`src/rtl/scope_capture_ctrl_pkg.sv`:
```
// Shared types for the scope acquisition sequencer: FSM states and default widths.
// Same encodings the ADC controller and readout block agree on.
package scope_capture_ctrl_pkg;

    localparam int DATA_W_DEF  = 14;
    localparam int ADDR_W_DEF  = 10;
    localparam int DECIM_W_DEF = 16;

    typedef enum logic [2:0] {
        ST_IDLE      = 3'd0,
        ST_FILL      = 3'd1,
        ST_WAIT_TRIG = 3'd2,
        ST_POST      = 3'd3,
        ST_DONE      = 3'd4
    } state_e;

    function automatic logic is_busy(input state_e s);
        return (s == ST_FILL) || (s == ST_WAIT_TRIG) || (s == ST_POST);
    endfunction

endpackage

```
`src/rtl/scope_capture_ctrl_trig_detect.sv`:
```
// Level/edge trigger detector over the stream of kept samples.
// Holds the previous kept sample; hit is combinational on the current kept sample.
module scope_capture_ctrl_trig_detect #(
    parameter int DATA_W = 14
) (
    input  logic                     clk,
    input  logic                     rst,
    input  logic                     clear,
    input  logic                     keep,
    input  logic signed [DATA_W-1:0] sample,
    input  logic signed [DATA_W-1:0] level,
    input  logic                     rising,
    output logic                     hit
);

    logic signed [DATA_W-1:0] prev_q, prev_d;
    logic                     have_prev_q, have_prev_d;

    always_comb begin
        prev_d      = prev_q;
        have_prev_d = have_prev_q;
        if (clear) begin
            have_prev_d = 1'b0;
        end else if (keep) begin
            prev_d      = sample;
            have_prev_d = 1'b1;
        end
    end

    always_ff @(posedge clk or posedge rst) begin
        if (rst) begin
            prev_q      <= '0;
            have_prev_q <= 1'b0;
        end else begin
            prev_q      <= prev_d;
            have_prev_q <= have_prev_d;
        end
    end

    assign hit = keep && have_prev_q &&
                 (rising ? ((prev_q <  level) && (sample >= level))
                         : ((prev_q >= level) && (sample <  level)));

endmodule

```
`src/rtl/scope_capture_ctrl.sv`:
```
// One-shot oscilloscope acquisition: decimate, pre-trigger fill, trigger, post-trigger fill
// into an external circular RAM; reports record start and trigger addresses.
module scope_capture_ctrl
    import scope_capture_ctrl_pkg::*;
#(
    parameter int DATA_W  = DATA_W_DEF,
    parameter int ADDR_W  = ADDR_W_DEF,
    parameter int DECIM_W = DECIM_W_DEF
) (
    input  logic                     clk,
    input  logic                     rst,
    input  logic                     sample_valid,
    input  logic signed [DATA_W-1:0] sample,
    input  logic                     arm,
    input  logic                     abort,
    input  logic signed [DATA_W-1:0] trig_level,
    input  logic                     trig_rising,
    input  logic                     trig_force,
    input  logic [ADDR_W-1:0]        pretrig,
    input  logic [DECIM_W-1:0]       decim,
    output logic                     buf_we,
    output logic [ADDR_W-1:0]        buf_waddr,
    output logic [DATA_W-1:0]        buf_wdata,
    output logic [ADDR_W-1:0]        start_addr,
    output logic [ADDR_W-1:0]        trig_addr,
    output logic                     busy,
    output logic                     triggered,
    output logic                     done
);

    state_e                   state_q, state_d;
    logic [ADDR_W-1:0]        waddr_q, waddr_d;
    logic [ADDR_W-1:0]        fill_cnt_q, fill_cnt_d;
    logic [ADDR_W-1:0]        post_cnt_q, post_cnt_d;
    logic [ADDR_W-1:0]        pretrig_q, pretrig_d;
    logic [DECIM_W-1:0]       dec_cnt_q, dec_cnt_d;
    logic [DECIM_W-1:0]       decim_q, decim_d;
    logic signed [DATA_W-1:0] level_q, level_d;
    logic                     rising_q, rising_d;
    logic                     force_pend_q, force_pend_d;
    logic                     buf_we_q, buf_we_d;
    logic [ADDR_W-1:0]        buf_waddr_q, buf_waddr_d;
    logic [DATA_W-1:0]        buf_wdata_q, buf_wdata_d;
    logic [ADDR_W-1:0]        start_addr_q, start_addr_d;
    logic [ADDR_W-1:0]        trig_addr_q, trig_addr_d;
    logic                     busy_q, busy_d;
    logic                     triggered_q, triggered_d;
    logic                     done_q, done_d;

    logic valid_busy, keep, arm_acc, hit;

    assign arm_acc    = arm && !abort && !is_busy(state_q);
    assign valid_busy = sample_valid && is_busy(state_q) && !abort;
    assign keep       = valid_busy && (dec_cnt_q == '0);

    scope_capture_ctrl_trig_detect #(.DATA_W(DATA_W)) u_trig (
        .clk    (clk),
        .rst    (rst),
        .clear  (arm_acc),
        .keep   (keep),
        .sample (sample),
        .level  (level_q),
        .rising (rising_q),
        .hit    (hit)
    );

    always_comb begin
        state_d      = state_q;
        waddr_d      = waddr_q;
        fill_cnt_d   = fill_cnt_q;
        post_cnt_d   = post_cnt_q;
        pretrig_d    = pretrig_q;
        dec_cnt_d    = dec_cnt_q;
        decim_d      = decim_q;
        level_d      = level_q;
        rising_d     = rising_q;
        force_pend_d = force_pend_q;
        buf_waddr_d  = buf_waddr_q;
        buf_wdata_d  = buf_wdata_q;
        start_addr_d = start_addr_q;
        trig_addr_d  = trig_addr_q;
        triggered_d  = triggered_q;
        buf_we_d     = keep;

        if (valid_busy)
            dec_cnt_d = keep ? decim_q : dec_cnt_q - DECIM_W'(1);

        if (keep) begin
            buf_waddr_d = waddr_q;
            buf_wdata_d = sample;
            waddr_d     = waddr_q + ADDR_W'(1);
        end

        case (state_q)
            ST_FILL: begin
                if (keep) begin
                    fill_cnt_d = fill_cnt_q + ADDR_W'(1);
                    if (fill_cnt_q + ADDR_W'(1) == pretrig_q)
                        state_d = ST_WAIT_TRIG;
                end
            end
            ST_WAIT_TRIG: begin
                force_pend_d = force_pend_q | trig_force;
                if (keep && (hit || force_pend_q || trig_force)) begin
                    trig_addr_d  = waddr_q;
                    start_addr_d = waddr_q - pretrig_q;
                    triggered_d  = 1'b1;
                    force_pend_d = 1'b0;
                    // DEPTH-1-pretrig is the bitwise complement in ADDR_W bits
                    post_cnt_d   = ~pretrig_q;
                    state_d      = (~pretrig_q == '0) ? ST_DONE : ST_POST;
                end
            end
            ST_POST: begin
                if (keep) begin
                    post_cnt_d = post_cnt_q - ADDR_W'(1);
                    if (post_cnt_q == ADDR_W'(1))
                        state_d = ST_DONE;
                end
            end
            default: ;
        endcase

        // The ADDR_W-wide pretrig port already caps the value at DEPTH-1.
        if (arm_acc) begin
            level_d      = trig_level;
            rising_d     = trig_rising;
            decim_d      = decim;
            pretrig_d    = pretrig;
            waddr_d      = '0;
            dec_cnt_d    = '0;
            fill_cnt_d   = '0;
            force_pend_d = 1'b0;
            triggered_d  = 1'b0;
            state_d      = (pretrig == '0) ? ST_WAIT_TRIG : ST_FILL;
        end

        if (abort) begin
            state_d      = ST_IDLE;
            triggered_d  = 1'b0;
            force_pend_d = 1'b0;
        end

        busy_d = is_busy(state_d);
        done_d = (state_d == ST_DONE);
    end

    always_ff @(posedge clk or posedge rst) begin
        if (rst) begin
            state_q      <= ST_IDLE;
            waddr_q      <= '0;
            fill_cnt_q   <= '0;
            post_cnt_q   <= '0;
            pretrig_q    <= '0;
            dec_cnt_q    <= '0;
            decim_q      <= '0;
            level_q      <= '0;
            rising_q     <= 1'b0;
            force_pend_q <= 1'b0;
            buf_we_q     <= 1'b0;
            buf_waddr_q  <= '0;
            buf_wdata_q  <= '0;
            start_addr_q <= '0;
            trig_addr_q  <= '0;
            busy_q       <= 1'b0;
            triggered_q  <= 1'b0;
            done_q       <= 1'b0;
        end else begin
            state_q      <= state_d;
            waddr_q      <= waddr_d;
            fill_cnt_q   <= fill_cnt_d;
            post_cnt_q   <= post_cnt_d;
            pretrig_q    <= pretrig_d;
            dec_cnt_q    <= dec_cnt_d;
            decim_q      <= decim_d;
            level_q      <= level_d;
            rising_q     <= rising_d;
            force_pend_q <= force_pend_d;
            buf_we_q     <= buf_we_d;
            buf_waddr_q  <= buf_waddr_d;
            buf_wdata_q  <= buf_wdata_d;
            start_addr_q <= start_addr_d;
            trig_addr_q  <= trig_addr_d;
            busy_q       <= busy_d;
            triggered_q  <= triggered_d;
            done_q       <= done_d;
        end
    end

    assign buf_we     = buf_we_q;
    assign buf_waddr  = buf_waddr_q;
    assign buf_wdata  = buf_wdata_q;
    assign start_addr = start_addr_q;
    assign trig_addr  = trig_addr_q;
    assign busy       = busy_q;
    assign triggered  = triggered_q;
    assign done       = done_q;

endmodule

```
`config.mk`:
```
export PLATFORM = sky130hd
export DESIGN_NAME = scope_capture_ctrl
export DESIGN_NICKNAME = d
export VERILOG_FILES = /design/src/rtl/scope_capture_ctrl_pkg.sv /design/src/rtl/scope_capture_ctrl_trig_detect.sv /design/src/rtl/scope_capture_ctrl.sv
export SDC_FILE = /design/constraint.sdc
export NUM_CORES = 1
export LEC_CHECK = 0
export ABC_AREA = 1
export CAP_MARGIN = 0
export CELL_PAD_IN_SITES_DETAIL_PLACEMENT = 1
export CELL_PAD_IN_SITES_GLOBAL_PLACEMENT = 1
export CORE_ASPECT_RATIO = 1.2
export CORE_UTILIZATION = 35
export DETAILED_ROUTE_END_ITERATION = 8
export GPL_TIMING_DRIVEN = 0
export PLACE_DENSITY = 0.76
export SYNTH_ARGS = -nofsm -noshare
export SYNTH_HDL_FRONTEND = slang
export SYNTH_SLANG_ARGS = --single-unit
```
`constraint.sdc`:
```
create_clock -name clk -period 19.2 [get_ports clk]
set_clock_uncertainty 0.1 [all_clocks]
set_input_delay 5.76 -clock clk [delete_from_list [all_inputs] [get_ports clk]]
set_output_delay 5.76 -clock clk [all_outputs]
set_load 0.02 [all_outputs]
```
### After elaboration in Yosys (flattened, before gate mapping)

Index checks and enable logic that the tools add are counted.

| operators by class | value |
|---|---|
| add/subtract/negate cells | 5 |
| magnitude comparators | 4 |
| equality and inequality tests | 11 |
| multiplexer cells | 32 |
| bitwise operators | 3 |
| reductions and logical operators | 32 |

Operators by type and width:

| kind | count |
|---|---|
| 2-to-1 mux 10 bit | 7 |
| 2-to-1 mux 16 bit | 3 |
| greater-or-equal comparator 14 bit | 2 |
| less-than comparator 14 bit | 2 |
| 2-to-1 mux 3 bit | 8 |
| adder 10 x 1 -> 10 bit (second input constant) | 2 |
| zero test 10 bit | 2 |
| one-hot mux 10 bit (2 select lines) | 1 |
| zero test 16 bit | 1 |
| subtractor 16 x 1 -> 16 bit (second input constant) | 1 |
| equality test 3 x 2 -> 1 bit (second input constant) | 4 |
| 2-to-1 mux 1 bit | 11 |
| equality test 10 x 1 -> 1 bit (second input constant) | 1 |
| equality test 10 bit | 1 |
| logical AND 1 bit | 10 |
| NOT 10 bit | 1 |
| subtractor 10 x 1 -> 10 bit (second input constant) | 1 |
| subtractor 10 bit | 1 |
| one-hot mux 3 bit (3 select lines) | 1 |
| AND reduction 2 bit | 4 |
| nonzero test 2 bit | 4 |
| equality test 3 x 1 -> 1 bit (second input constant) | 2 |
| logical OR 1 bit | 6 |
| nonzero test 3 bit | 2 |
| other kinds (8) | 9 |

| storage, ports and cells | value |
|---|---|
| flip-flop bits (word level) | 154 |
| input bits | 61 |
| word-level logic and storage cells | 107 |

### Depth between registers and ports, before layout

| logic depth | value |
|---|---|
| depth after elaboration | 18 |
| depth in mapped cells | 23 |

### Cells and area by module

Synthesis repeated with hierarchy kept, for this count alone.

| second synthesis, totals | value |
|---|---|
| cell total of the unflattened synthesis | 1,048 |
| area, all modules | 8,376.8 sq um |

Modules (own cells, without submodules):

| module | times used | cells each | area an instance (sq um) | seq. area each (sq um) |
|---|---|---|---|---|
| scope_capture_ctrl | 1 | 875 | 6,986.7 | 3,478.3 |
| scope_capture_ctrl_trig_detect | 1 | 173 | 1,390.1 | 375.4 |

### Worst setup path before layout

OpenSTA, ideal clock, no wires.

| timing path | value |
|---|---|
| kind | input to register |
| start | in sample[13] |
| end | reg done_q, in the netlist done |
| arrival time | 7.418 ns |
| slack | 11.611 ns |
| stages on the path | 19 |
| cell sequence | ha_1 > nand2_1 > nor2_1 > inv_1 > nor2_1 > nand2_1 > nand2_1 > nand2_1 > nand2_1 > nand2_1 > nand2_1 > nand3_2 > nand2_2 > nand3_4 > o21ai_2 > inv_2 > nor2_4 > inv_2 > nor2_1 |

| on the way | value |
|---|---|
| cells in the longest elaborated chain, start to end | 12 |

Ends and longest elaborated chain:

| element | RTL line | RTL |
|---|---|---|
| start: declaration | scope_capture_ctrl.sv:13 | `input logic signed [DATA_W-1:0] sample,` |
| less-than comparator 14 bit / greater-or-equal comparator 14 bit (equally long branches) | scope_capture_ctrl_trig_detect.sv:42, scope_capture_ctrl_trig_detect.sv:41 |  |
| logical AND 1 bit (on tied branches) | scope_capture_ctrl_trig_detect.sv:42, scope_capture_ctrl_trig_detect.sv:41 |  |
| 2-to-1 mux 1 bit (*) | scope_capture_ctrl_trig_detect.sv:41 | `(rising ? ((prev_q < level) && (sample >= level))` |
| logical AND 1 bit (*) | scope_capture_ctrl_trig_detect.sv:40 | `assign hit = keep && have_prev_q &&` |
| logical OR 1 bit (*) (2 in a row) | scope_capture_ctrl.sv:104 | `if (keep && (hit \|\| force_pend_q \|\| trig_force)) begin` |
| logical AND 1 bit (*) | scope_capture_ctrl.sv:104 |  |
| 2-to-1 mux 3 bit (*) | scope_capture_ctrl.sv:104 |  |
| one-hot mux 3 bit (3 select lines) (*) | scope_capture_ctrl.sv:94 | `case (state_q)` |
| 2-to-1 mux 3 bit (*) | scope_capture_ctrl.sv:125 | `if (arm_acc) begin` |
| 2-to-1 mux 3 bit (*) | scope_capture_ctrl.sv:138 | `if (abort) begin` |
| named net state_d[2] | scope_capture_ctrl.sv:31 | `state_e state_q, state_d;` |
| equality test 3 bit (*) | scope_capture_ctrl.sv:145 | `done_d = (state_d == ST_DONE);` |
| named net done_d | scope_capture_ctrl.sv:48 | `logic done_q, done_d;` |
| end signal: assignment | scope_capture_ctrl.sv:186 | `done_q <= done_d;` |
| end: declaration | scope_capture_ctrl.sv:48 |  |

The timed path passes the listed nets; every way through them passes the cells marked *.
A chain may end at the register's enable or synchronous reset.

### Worst setup path after layout

| timing path | value |
|---|---|
| start | in sample[13] |
| end | reg trig_addr_q[2], in the netlist trig_addr[2] |

| on the way | value |
|---|---|
| cells in the longest elaborated chain, start to end | 8 |

Ends and longest elaborated chain:

| element | RTL line | RTL |
|---|---|---|
| less-than comparator 14 bit / greater-or-equal comparator 14 bit (equally long branches) | scope_capture_ctrl_trig_detect.sv:42, scope_capture_ctrl_trig_detect.sv:41 |  |
| logical AND 1 bit (on tied branches) | scope_capture_ctrl_trig_detect.sv:42, scope_capture_ctrl_trig_detect.sv:41 |  |
| 2-to-1 mux 1 bit (*) | scope_capture_ctrl_trig_detect.sv:41 |  |
| logical AND 1 bit (*) | scope_capture_ctrl_trig_detect.sv:40 |  |
| logical OR 1 bit (*) (2 in a row) | scope_capture_ctrl.sv:104 |  |
| logical AND 1 bit (*) | scope_capture_ctrl.sv:104 |  |
| AND reduction 2 bit (no line) (*) | - |  |
| end signal: assignment | scope_capture_ctrl.sv:183 | `trig_addr_q <= trig_addr_d;` |
| end: declaration | scope_capture_ctrl.sv:45 | `logic [ADDR_W-1:0] trig_addr_q, trig_addr_d;` |

Mark *: on every way between the ends. The rest lies on a longest branch, timed or not.

==> flow_summary.toml <==
[timing]
whs_ns = 0.375
grt_setup_unrepaired = "no"
hold_violations = 0
slew_headroom_pct = 37.1
fin_crit_sh_pct = 42.6
worst_slack_ns = 11.03
setup_tns_ns = 0
setup_viol = 0
period_needed_ns = 8.17
finalMaxSlewViolations = 0
tightestPinTransition_ns = 0.936
clock.fmax_mhz = 122

[grt]
use_met3_pct = 2.83
antenna_found_initial = 0
use_met1_pct = 25.2
use_met2_pct = 40.7
grt_usage_pct = 21.8
grt_pass1_vias = 7860
grt.busiest_layer = "met2"
grt_start_max_net_pins = 130
grt_pass1_wl_microns = 40200
grt_overflow_total = 0

[routing]
num_vias = 7168
drt_iter0_markers = 354
firstDrtPassIters = 4
drcViolationCount = 0
viasPerCell = 4.96
wl_per_cell_microns = 16.9
drt_wl_total_microns = 24400
ant_nets = 0

[pwr]
p_sw_share_pct = 34.3
max-vdd-ir-drop_mv = 0.0544
power_frac_comb_pct = 27.2
power_leakage_uw = 0.00482
p_sw_uw = 343
p_int_uw = 656
power.total_uw = 998
powerDensity_nw_per_um2 = 97.9
seq_power_share_pct = 39.8
power.clock.fraction_pct = 33.0

[yosys]
synth_area_per_cell_sq_um = 8.18
synthArstFlopShare_pct = 100
synth_ff_type = "dfrtp_1"
syn_inst = 994
ys_seq_elements = 154
yosysWarnings = 0
synth_area_sq_um = 8130
yosysSeqAreaShare_pct = 47.4
synth_nets = 1098
synth_edf_count = 0
synth_cell_type_count = 47

[floorplanning]
die-width_microns = 141
boundaryPins = 109
rows = 60
die_h_microns = 169
core_sq_um = 22600
start_util_pct = 36.0
dieArea_sq_um = 23800

[layout]
fin_nets = 1226
drive_gt1_share_pct = 6.44
num_antenna_cells = 0
seq_area_sq_um = 3850
final_common_cell = "nand2_1"
mostFrequentLayoutCells = "nand2_1, dfrtp_1, inv_1"
area_delta_synth_final_pct = 25.5
stdcell_count = 1444
multi_input_area_sq_um = 3680
fillers = 2723

[hold_path]
worstHoldPathType = "flop to flop"
holdPathStages = 2

[clocking]
cts_inserted_buffers = 17
cts_tree = "built"
cts.clk_slew.worst_paths_ns = 0.06
cts_resized = 0
hold_buffers = 0
clockBufferDepth = 2
cts-root-buf = "clkbuf_16"
clock_latency_ns = 0.44
htreeDepth = 4
clock-sinks = 154
cts_setup_buffers = 0

[placement]
numPortBuffers = 108
dp.cells = 1413
post-dp-hpwl_microns = 18300
pre_cts_slack_ns = 10.59
place_congestion = 0.817

[setup_path]
reg2reg_depth = 10
cp_data_arrival_time_ns = 8.36
crit_type = "primary input to flop"
setup.worst_path.end_class = "flop"
cp-start-kind = "primary input"
worstPathRequired_ns = 19.39
crit_path_max_fanout = 10

[run]
timing.max_cap.violations = 0

[run_status]
status = "finished, final reports clean"
-- critical path: stages --
cell and delay (ns):
clkdlybuf4s50_1 0.47, ha_1 0.32, nand2_1 0.06, nor2_1 0.13
inv_1 0.05, nor2_1 0.17, nand2_1 0.09, nand2_1 0.09
nand2_1 0.06, nand2_1 0.08, nand2_1 0.06, nand2_1 0.06
nand2_1 0.06, nand3_2 0.11, nand2_2 0.10, nand3_4 0.14
clkbuf_1 0.38, o21ai_0 0.15
-- cell usage after synthesis (all sizes together), types with 2 or more instances --
| cell | n | area, sq um |
|---|---|---|
| nand2 | 288 | 1090 |
| dfrtp | 154 | 3850 |
| inv | 127 | 477 |
| o21ai | 114 | 574 |
| nor2 | 59 | 251 |
| ha | 42 | 526 |
| nand3 | 35 | 198 |
| a21oi | 31 | 155 |
| nor3 | 21 | 135 |
| o22ai | 21 | 131 |
| xor2 | 21 | 184 |
| clkbuf | 18 | 68.8 |
| nand4 | 14 | 115 |
| buf | 8 | 40.0 |
| xnor2 | 8 | 70.1 |
| a31oi | 4 | 25.0 |
| nor4 | 4 | 25.0 |
| or2 | 4 | 25.0 |
| a22o | 2 | 17.5 |
| and2 | 2 | 12.5 |
| clkinv | 2 | 7.51 |
| o21a | 2 | 15.0 |
| o31ai | 2 | 15.0 |
-- power by group through the flow --
stage	registers [uW]	logic, uW	clock network [uW]
floorplan	397	187	0
global placement	401	259	0
detailed placement	404	269	0
CTS	398	275	336
global route	403	311	346
finish	398	271	329
-- state kept, by name, indices dropped and copies added (netlist names) --
name / count
buf_waddr: 10
buf_wdata: 14
buf_we: 1
busy: 1
dec_cnt_q: 16
decim_q: 16
done: 1
fill_cnt_q: 10
force_pend_q: 1
level_q: 14
post_cnt_q: 10
pretrig_q: 10
rising_q: 1
start_addr: 10
state_q: 3
trig_addr: 10
triggered: 1
u_trig.have_prev_q: 1
u_trig.prev_q: 14
waddr_q: 10
-- stage by stage --
step	cell area, sq um	utilization, %
2_1_floorplan	8130	-
3_3_place_gp	9600	42.5
3_5_place_dp	9630	42.6
4_1_cts	10200	45.1
5_1_grt	10200	45.1
6_report	10200	45.1
-- final cells by class --
type | count | area share [%]
Buffer | 26 | 1.07
Sequential cell | 154 | 37.8
Clock inverter | 12 | 1.13
Tap cell | 310 | 3.80
Clock buffer | 19 | 4.44
Timing Repair Buffer | 109 | 10.9
Multi-Input combinational cell | 685 | 36.1
Inverter | 129 | 4.82
-- cell families (layout without fill, tap and decap cells) --
family	Yosys count	count (layout)	share of synthesized area (%)
adder cells (fa/ha/maj)	43	43	6.71
AND/OR/NAND/NOR	430	430	23.1
buffers and inverters	155	295	7.30
AO/OA/AOI/OAI	182	182	12.1
XOR/XNOR	30	30	3.40
flip-flops	154	154	47.4
-- metal layers --
metal  vias to the layer above  part of all wire [%]
met2                       118                    53
met3                        38                   2.6
met5                         -                     0
met1                      3525                    42
li1                       3487                     -
met4                         0                   2.3
-- worst paths after layout --
kind	startpoint	endpoint	slack, ns
setup / recovery	sample[13]	trig_addr[2]$_DFFE_PP0P_	11.03
min in group asynchronous	rst	buf_wdata[11]$_DFFE_PP0P_	5.60
max in group asynchronous	rst	state_q[1]$_DFF_PP0_	12.49
hold / removal	decim_q[8]$_DFFE_PP0P_	decim_q[8]$_DFFE_PP0P_	0.37
setup reg to reg	state_q[2]$_DFF_PP0_	dec_cnt_q[3]$_DFFE_PP0P_	16.30
hold reg to reg	decim_q[8]$_DFFE_PP0P_	decim_q[8]$_DFFE_PP0P_	0.37
No activity file was read; power rests on OpenSTA's default activity.
